<file path="config.mk">
export PLATFORM = sky130hd
export DESIGN_NAME = store_narrow_unit
export DESIGN_NICKNAME = d
export VERILOG_FILES = /design/src/rtl/mips_mem_pkg.sv /design/src/rtl/store_lane_merge.sv /design/src/rtl/store_narrow_unit.sv
export SDC_FILE = /design/constraint.sdc
export NUM_CORES = 1
export LEC_CHECK = 0
export BUFFER_PORTS_ARGS = -buffer_cell sky130_fd_sc_hd__buf_2
export CORE_MARGIN = 2
export CORE_UTILIZATION = 43
export DETAILED_ROUTE_END_ITERATION = 7
export PLACE_DENSITY = 0.76
export SETUP_SLACK_MARGIN = 0.3
export SLEW_MARGIN = 20
export SYNTH_ARGS = -nofsm -noshare
export SYNTH_HDL_FRONTEND = slang
export SYNTH_SLANG_ARGS = --single-unit
export TNS_END_PERCENT = 50
</file>
<file path="constraint.sdc">
create_clock -name clk -period 1.6 [get_ports clk]
set_input_delay 0.16 -clock clk [delete_from_list [all_inputs] [get_ports clk]]
set_output_delay 0.16 -clock clk [all_outputs]
set_load 0.01 [all_outputs]
</file>
<file path="src/rtl/mips_mem_pkg.sv">
// mips_mem_pkg: shared store/load size encodings, FSM states and big-endian lane selection
package mips_mem_pkg;
    localparam logic [1:0] SZ_BYTE = 2'b00;
    localparam logic [1:0] SZ_HALF = 2'b01;
    localparam logic [1:0] SZ_WORD = 2'b10;
    localparam logic [1:0] SZ_RSVD = 2'b11;
    typedef enum logic [1:0] {IDLE, READ, WRITE} state_t;
    // Byte 0 sits in the most significant lane (big-endian).
    function automatic logic [31:0] lane_mask(input logic [1:0] size, input logic [1:0] lane);
        lane_mask = size == SZ_BYTE ? 32'hFF00_0000 >> {lane, 3'b000} :
                    size == SZ_HALF ? (lane[1] ? 32'h0000_FFFF : 32'hFFFF_0000) :
                    32'hFFFF_FFFF;
    endfunction
    function automatic logic is_misaligned(input logic [1:0] size, input logic [1:0] lane);
        is_misaligned = size == SZ_RSVD || (size == SZ_HALF && lane[0]) ||
                        (size == SZ_WORD && lane != 2'b00);
    endfunction
endpackage

</file>
<file path="src/rtl/store_lane_merge.sv">
// store_lane_merge: replaces the addressed byte/half lane of a word with truncated store data
module store_lane_merge
    import mips_mem_pkg::*;
(
    input  logic [31:0] old_word,
    input  logic [31:0] new_data,
    input  logic [1:0]  size,
    input  logic [1:0]  lane,
    output logic [31:0] merged_word
);
    logic [31:0] rep;
    logic [31:0] mask;
    always_comb begin
        rep  = size == SZ_BYTE ? {4{new_data[7:0]}} :
               size == SZ_HALF ? {2{new_data[15:0]}} : new_data;
        mask = lane_mask(size, lane);
    end
    assign merged_word = (old_word & ~mask) | (rep & mask);
endmodule

</file>
<file path="src/rtl/store_narrow_unit.sv">
// store_narrow_unit: narrows register data to sb/sh/sw and writes it via read-modify-write
module store_narrow_unit
    import mips_mem_pkg::*;
#(
    parameter int ADDR_W = 32
) (
    input  logic              clk,
    input  logic              reset,
    input  logic              st_valid,
    output logic              st_ready,
    input  logic [ADDR_W-1:0] st_addr,
    input  logic [31:0]       st_data,
    input  logic [1:0]        st_size,
    output logic              done,
    output logic              misaligned,
    output logic [ADDR_W-1:0] mem_addr,
    output logic              mem_rd,
    output logic              mem_wr,
    output logic [31:0]       mem_wdata,
    input  logic [31:0]       mem_rdata,
    input  logic              mem_ack
);
    state_t      state;
    logic [15:0] data_q;
    logic [1:0]  size_q;
    logic [1:0]  lane_q;
    logic [31:0] merged;

    assign st_ready = state == IDLE && !reset;

    store_lane_merge u_merge (
        .old_word    (mem_rdata),
        .new_data    ({16'h0000, data_q}),
        .size        (size_q),
        .lane        (lane_q),
        .merged_word (merged)
    );

    always_ff @(posedge clk) begin
        if (reset) begin
            state      <= IDLE;
            mem_rd     <= 1'b0;
            mem_wr     <= 1'b0;
            done       <= 1'b0;
            misaligned <= 1'b0;
            mem_addr   <= '0;
            mem_wdata  <= '0;
            data_q     <= '0;
            size_q     <= SZ_BYTE;
            lane_q     <= '0;
        end else begin
            done       <= 1'b0;
            misaligned <= 1'b0;
            case (state)
                IDLE: if (st_valid) begin
                    if (is_misaligned(st_size, st_addr[1:0])) begin
                        misaligned <= 1'b1;
                    end else begin
                        data_q   <= st_data[15:0];
                        size_q   <= st_size;
                        lane_q   <= st_addr[1:0];
                        mem_addr <= {st_addr[ADDR_W-1:2], 2'b00};
                        if (st_size == SZ_WORD) begin
                            state     <= WRITE;
                            mem_wr    <= 1'b1;
                            mem_wdata <= st_data;
                        end else begin
                            state  <= READ;
                            mem_rd <= 1'b1;
                        end
                    end
                end
                READ: if (mem_ack) begin
                    state     <= WRITE;
                    mem_rd    <= 1'b0;
                    mem_wr    <= 1'b1;
                    mem_wdata <= merged;
                end
                WRITE: if (mem_ack) begin
                    state  <= IDLE;
                    mem_wr <= 1'b0;
                    done   <= 1'b1;
                end
                default: state <= IDLE;
            endcase
        end
    end
endmodule

</file>
Word-level counts from Yosys, hierarchy flattened

Cells that the tools add are included.
Widths: inputs -> output; s select.

Word-level logic and storage cells: 77
Register bits: 88
Output and inout port bits: 69

Bitwise gates (word level): 8
Multiplexer cells: 28
Reduce and logical (&&, ||, !) cells: 18
Eq/ne operators: 12
Shift operators: 1

Operators with widths:

| operator              | count |
|---|---|
| $mux 32               | 9 |
| $and 32x32->32        | 2 |
| $pmux 32 s2           | 1 |
| $not 32->32           | 1 |
| $or 32x32->32         | 1 |
| $shr 32x5->32 const A | 1 |
| $mux 1                | 10 |
| $mux 2                | 5 |
| $ne 2x2->1 const B    | 5 |
| $reduce_and 5->1      | 2 |
| $eq 2x1->1 const B    | 3 |
| $eq 2x2->1 const B    | 3 |
| $pmux 2 s3            | 1 |
| $reduce_and 6->1      | 1 |
| $logic_not 2->1       | 2 |
| $not 1->1             | 4 |
| $reduce_and 4->1      | 1 |
| $reduce_bool 2->1     | 2 |
| $logic_and 1x1->1     | 3 |
| $pmux 1 s3            | 1 |
| $reduce_and 3->1      | 1 |
| $reduce_bool 3->1     | 1 |
| $reduce_or 3->1       | 1 |
| $logic_or 1x1->1      | 2 |
| 4 further kinds       | 4 |

Depth between registers and ports, before layout

Word-level depth: 8
Depth in mapped cells: 7

By module

A second synthesis with hierarchy kept.

Cell total of the unflattened synthesis: 500
Area total of the unflattened synthesis: 5069.9 um^2

Modules (own cells, without submodules):

| module            | cells each | instances | area each (um^2) | sequential area each (um^2) |
|---|---|---|---|---|
| store_narrow_unit | 401        | 1         | 4307.9           | 1761.7 |
| store_lane_merge  | 99         | 1         | 762.0            | 0.0 |

Worst setup path before layout

No wires, ideal clock.

Path kind: register to register
Start point: reg state[1]
End point: reg mem_wdata[20]
Stages on the path, launching flop included: 6
Arrival: 1.497 ns
Setup slack: 0.014 ns
Library setup time: 0.088 ns
Period minus slack after synthesis: 1.586 ns
Path through: dfxtp_1 or3b_1 o22ai_4 buf_6 nor2_1 a311oi_2

Cells in the longest elaborated chain, start to end: 3
Elaborated cells on any way between the ends: 9
Those cells by class: 5 x eq/ne; 1 x mux; 3 x reduce/logical

Ends and longest elaborated chain:

| element                                              | line                    | RTL |
|---|---|---|
| start, declared                                      | store_narrow_unit.sv:23 | `state_t state;` |
| start signal, assigned                               | store_narrow_unit.sv:41 | `state <= IDLE;` |
| start signal, assigned                               | store_narrow_unit.sv:64 | `state <= WRITE;` |
| start signal, assigned                               | store_narrow_unit.sv:68 | `state <= READ;` |
| $eq 2x1->1 / $logic_not 2->1 (equally long branches) | store_narrow_unit.sv:54 | `case (state)` |
| $ne 2x2->1 (no line) (tied with other cells)         | --                      |  |
| $reduce_and 5->1 (no line)                           | --                      |  |
| end signal, assigned                                 | store_narrow_unit.sv:66 | `mem_wdata <= st_data;` |
| end signal, assigned                                 | store_narrow_unit.sv:77 | `mem_wdata <= merged;` |
| end, declared                                        | store_narrow_unit.sv:19 | `output logic [31:0] mem_wdata,` |

Parallel ways exist; a longest one is shown, timed or not.
A chain may end at the register's enable or synchronous reset.

Worst setup path in the final report

Start point: reg state[1]
End point: reg state[0]

Cells in the longest elaborated chain, start to end: 3
Elaborated cells on any way between the ends: 9
Those cells by class: 6 x eq/ne; 1 x mux; 2 x reduce/logical

Ends and longest elaborated chain:

| element                            | line |
|---|---|
| $eq 2x2->1 (tied with other cells) | store_narrow_unit.sv:54 |
| $ne 2x2->1 (no line)               | -- |
| $reduce_and 4->1 (no line)         | -- |

Parallel ways exist; a longest one is shown, timed or not.

==> out/summary.md <==
- **result of the run** complete, but fails checks
- **failing checks** negative setup slack
- **cell area power density** 833.4 nW/um2
- **via count of the first global-routing pass** 4,197
- **required time reported for the critical path endpoint** 1870 ps
- **distinct cell type count of the synthesized netlist** 42
- **fraction of the yosys area taken by sequential cells** 0.4397
- **CTS tree** built
- **Area Growth Syn to Fin** 57.31%
- **CORE AREA** 9153 um2
- **max-slew headroom at the worst pin** 0.5835
- **Num CTS Buffers** 9
- **global-route usage over all layers** 0.2574
- **number of synthesized register bits** 88
- **Final HPWL DP** 8.868 mm
- **I/O pins** 171
- **maximum cell stage delay along the critical path** 330 ps
- **area share of fa/ha/maj cells after synthesis** 0
- **remaining global-route overflow** 0
- **post-CTS clock slew at the launch and capture registers of the worst setup and hold paths** 90 ps
- **number of optimization iterations in the first detailed-route pass** 4
- **number of hold violations in the final report** 0
- **antenna violations before repair** 0
- **Max clock buf depth** 2
- **Routed WL per cell** 18.11 um
- **fraction of final layout cells with drive strength greater than 1** 0.5139
- **fmax** 597.4 MHz
- **floorplan die width** 100.5 um
- **reg-to-reg critical path startpoint** state[1]$_SDFFE_PP0P_
- **crit path to** state[0]$_SDFFE_PP0P_
- **number of buffer cells added on primary ports** 168
- **CP top delay family** simple AND/OR/NAND/NOR gates
- **Routability Congestion** 0.8531
- **Die H** 100.5 um
- **Worst Path Buf+Inv** 4
- **Initial DRC Count** 168
- **class of the most critical hold timing path** in2reg
- **final clock period utilization by the worst path** 1.046
- **crit path DAT** 1940 ps
- **Synthesis Warnings** 0
- **multiplexer share of the synthesized area** 0.01999
- **dominant register cell in the synthesized netlist** sky130_fd_sc_hd__dfxtp_1
- **starting density of the core** 0.4377
- **critical path depth in cells** 8
- **number of flops mapped to enable cells by yosys** 0
- **global-route wire length before repair** 20.56 mm
- **worst reg-to-reg setup slack** -70 ps
- **worst clock skew on the final layout** 8.068 ps
- **number of standard cells after synthesis** 481
- **leakage power summed over all cells** 0.002775 uW
- **share of synthesized registers carrying an async set or reset** 0
- **Clock Latency Late Sink** 350 ps
- **synthesized-area fraction occupied by and/or/nand/nor cells** 0.1986
- **Post-Syn Area** 4006 um2
- **maximum vdd ir drop** 0.5612 mV
- **maximum net fanout on the critical path** 6
- **share of the synthesized netlist area taken by xor and xnor gates** 0
- **slack of the critical path** -73.91 ps
- **worst-path cell chain** buf_4 -> buf_6 -> nor3b_4 -> buf_6 -> buf_6 -> nand3_4 -> o22ai_1 -> nor2b_1
- **summed negative setup slack over all endpoints** -2632 ps
- **synthesized-area fraction occupied by ao, oa, aoi and oai cells** 0.2829
- **final wirelength** 14.41 mm
- **total clock sinks** 88
- **pin count of the biggest net entering global routing** 39
- **Net count, final** 783
- **shortest period the worst path allows** 1674 ps
- **Worst R2R End** state[0]$_SDFFE_PP0P_
- **share of the core filled with cells in the final layout** 0.6886
- **routed via count divided by cell count** 5.597
- **startpoint type of the worst setup path** flop
- **drt drc** 0
- **number of antenna cells inserted** 0
- **CTS H-tree lvls** 3
- **area taken by multi-input logic gates** 2464 um2
- **maximum capacitance violations** 0
- **RSZ-0062 raised after global routing** yes
- **endpoints failing setup** 82
- **Avg Inst Size Synth** 8.329 um2
- **critical path class** reg2reg
- **number of filler instances in the final layout** 691
- **residual antenna-violating net count after detailed routing** 0
- **pin slew with the least headroom to its limit** 618.2 ps
- **kind of end point of the critical path** flop
- **via count** 4,455
- **Pins Over Slew Limit** 0
- **largest family of logic cells by synthesized area** compound AO/OA/AOI/OAI gates
- **register area** 1764 um2
- **number of cells on the worst reg-to-reg path** 8
- **source of the critical timing path** state[1]$_SDFFE_PP0P_
- **cell seen most often among critical-path stages** sky130_fd_sc_hd__buf_6
- **count of standard-cell rows** 35
- **overall die area** 10,110 um2
- **buffer cell driving the clock tree root** sky130_fd_sc_hd__clkbuf_8
- **slowest stage cell on the critical path** sky130_fd_sc_hd__dfxtp_2
## state kept, by name, summed over array words and instances, names as in the netlist
| register | cells |
|---|---|
| mem_wdata | 32 |
| data_q | 16 |
| done | 1 |
| mem_rd | 1 |
| lane_q | 2 |
| state | 2 |
| misaligned | 1 |
| size_q | 2 |
| mem_wr | 1 |
| mem_addr | 30 |
## through the flow
stage	cell area [um2]	cells	hold slack, ps	setup slack [ps]	power (uW)
2_1_floorplan	4060	482	285.7	123.0	2878
3_3_place_gp	5156	755	393.1	-237.8	3223
3_5_place_dp	5156	755	402.1	-317.6	3248
4_1_cts	5862	788	24.95	-49.58	5101
5_1_grt	6302	796	30.69	-164.6	5443
6_report	6302	796	33.41	-73.91	5252
## cell usage after synthesis (2+ instances only)
cell / count / area [um2]
sky130_fd_sc_hd__a311oi_1: 2 / 17.52
sky130_fd_sc_hd__buf_1: 4 / 15.01
sky130_fd_sc_hd__nor4_1: 8 / 50.05
sky130_fd_sc_hd__a32oi_1: 8 / 70.07
sky130_fd_sc_hd__nor2_1: 21 / 78.83
sky130_fd_sc_hd__a22oi_1: 16 / 120.1
sky130_fd_sc_hd__a21oi_1: 79 / 395.4
sky130_fd_sc_hd__buf_2: 11 / 55.05
sky130_fd_sc_hd__a21o_1: 2 / 15.01
sky130_fd_sc_hd__a2bb2oi_1: 8 / 70.07
sky130_fd_sc_hd__o21ai_1: 3 / 15.01
sky130_fd_sc_hd__nor3_1: 2 / 10.01
sky130_fd_sc_hd__dfxtp_1: 88 / 1762
sky130_fd_sc_hd__inv_1: 9 / 33.78
sky130_fd_sc_hd__nor2b_1: 2 / 12.51
sky130_fd_sc_hd__nand2_1: 102 / 382.9
sky130_fd_sc_hd__o221ai_1: 8 / 70.07
sky130_fd_sc_hd__nand3_1: 9 / 45.04
sky130_fd_sc_hd__clkbuf_1: 19 / 71.32
sky130_fd_sc_hd__o21ai_0: 16 / 80.08
sky130_fd_sc_hd__or2_2: 2 / 12.51
sky130_fd_sc_hd__buf_4: 4 / 30.03
sky130_fd_sc_hd__mux2i_1: 8 / 80.08
sky130_fd_sc_hd__nand2b_1: 11 / 68.82
sky130_fd_sc_hd__a311oi_2: 14 / 210.2
sky130_fd_sc_hd__nor3b_1: 8 / 60.06
sky130_fd_sc_hd__buf_6: 2 / 22.52
## cell type report
class,instances,share of cell area
inverter,10,0.005956
clock buffer,12,0.02462
clock inverter,3,0.01032
tap,111,0.02204
multi-input combinational,344,0.3909
timing repair buffer,228,0.2662
sequential,88,0.2799
## report_power, final
group          leakage (uW)  switching, uW  internal [uW]  total (uW)
registers          0.000716           87.1           2290        2380
logic               0.00195            596            543        1140
clock network      0.000112            780            956        1740
## worst reg2reg max path, cell delays in order (launching register included)
cell	delay, ps
sky130_fd_sc_hd__dfxtp_2	330
sky130_fd_sc_hd__buf_4	130
sky130_fd_sc_hd__buf_6	110
sky130_fd_sc_hd__nor3b_4	200
sky130_fd_sc_hd__buf_6	130
sky130_fd_sc_hd__buf_6	90
sky130_fd_sc_hd__nand3_4	140
sky130_fd_sc_hd__o22ai_1	260
sky130_fd_sc_hd__nor2b_1	190
## per-layer routing
| metal | vias to the layer above | share of wire | global-route usage |
|---|---|---|---|
| met5 | - | 0 | 0 |
| met4 | 0 | 0.027 | 0.08430 |
| met3 | 29 | 0.071 | 0.05687 |
| met2 | 213 | 0.50 | 0.4440 |
| met1 | 2084 | 0.40 | 0.3191 |
| li1 | 2129 | - | - |
## worst min-delay path by stage
stage / from / endpoint / slack [ps] / depth (start not counted)
floorplan: mem_ack / done$_SDFF_PP0_ / 290 / 2
global placement: st_data[27] / mem_wdata[27]$_SDFFE_PP0P_ / 390 / 3
detailed placement: st_data[28] / mem_wdata[28]$_SDFFE_PP0P_ / 400 / 3
CTS: st_addr[27] / mem_addr[27]$_SDFFE_PP0P_ / 20 / 3
global route: st_addr[9] / mem_addr[9]$_SDFFE_PP0P_ / 30 / 3
finish: st_addr[21] / mem_addr[21]$_SDFFE_PP0P_ / 30 / 3
## cell families (layout without fill, tap and decap cells)
| kind of cell | after synthesis | in the layout |
|---|---|---|
| and+or+nand+nor | 172 | 172 |
| AOI/OAI and AO/OA | 162 | 162 |
| DFF | 88 | 88 |
| buffers and inverters | 50 | 253 |
| muxes | 8 | 8 |
| other | 1 | 2 |
## repair_timing
action | CTS | global route
cloned | 6 | 5
hold buffers | 0 | 0
resized for setup | 49 | 88
pin swaps | 34 | 34
buffers inserted | 12 | 3
endpoints found under the setup margin | 85 | 86
## placed cells by master (no fill, tap or decap), types with 13 or more instances in the layout
master,Yosys,layout
sky130_fd_sc_hd__a21oi_1,79,62
sky130_fd_sc_hd__a21oi_2,0,17
sky130_fd_sc_hd__a311oi_2,14,15
sky130_fd_sc_hd__buf_12,0,13
sky130_fd_sc_hd__buf_2,11,168
sky130_fd_sc_hd__buf_4,4,28
sky130_fd_sc_hd__dfxtp_1,88,86
sky130_fd_sc_hd__nand2_1,102,64
sky130_fd_sc_hd__nand2_2,0,13
sky130_fd_sc_hd__nand2_4,0,25
sky130_fd_sc_hd__o21ai_1,3,16
Power figures use the tool's default switching activity.
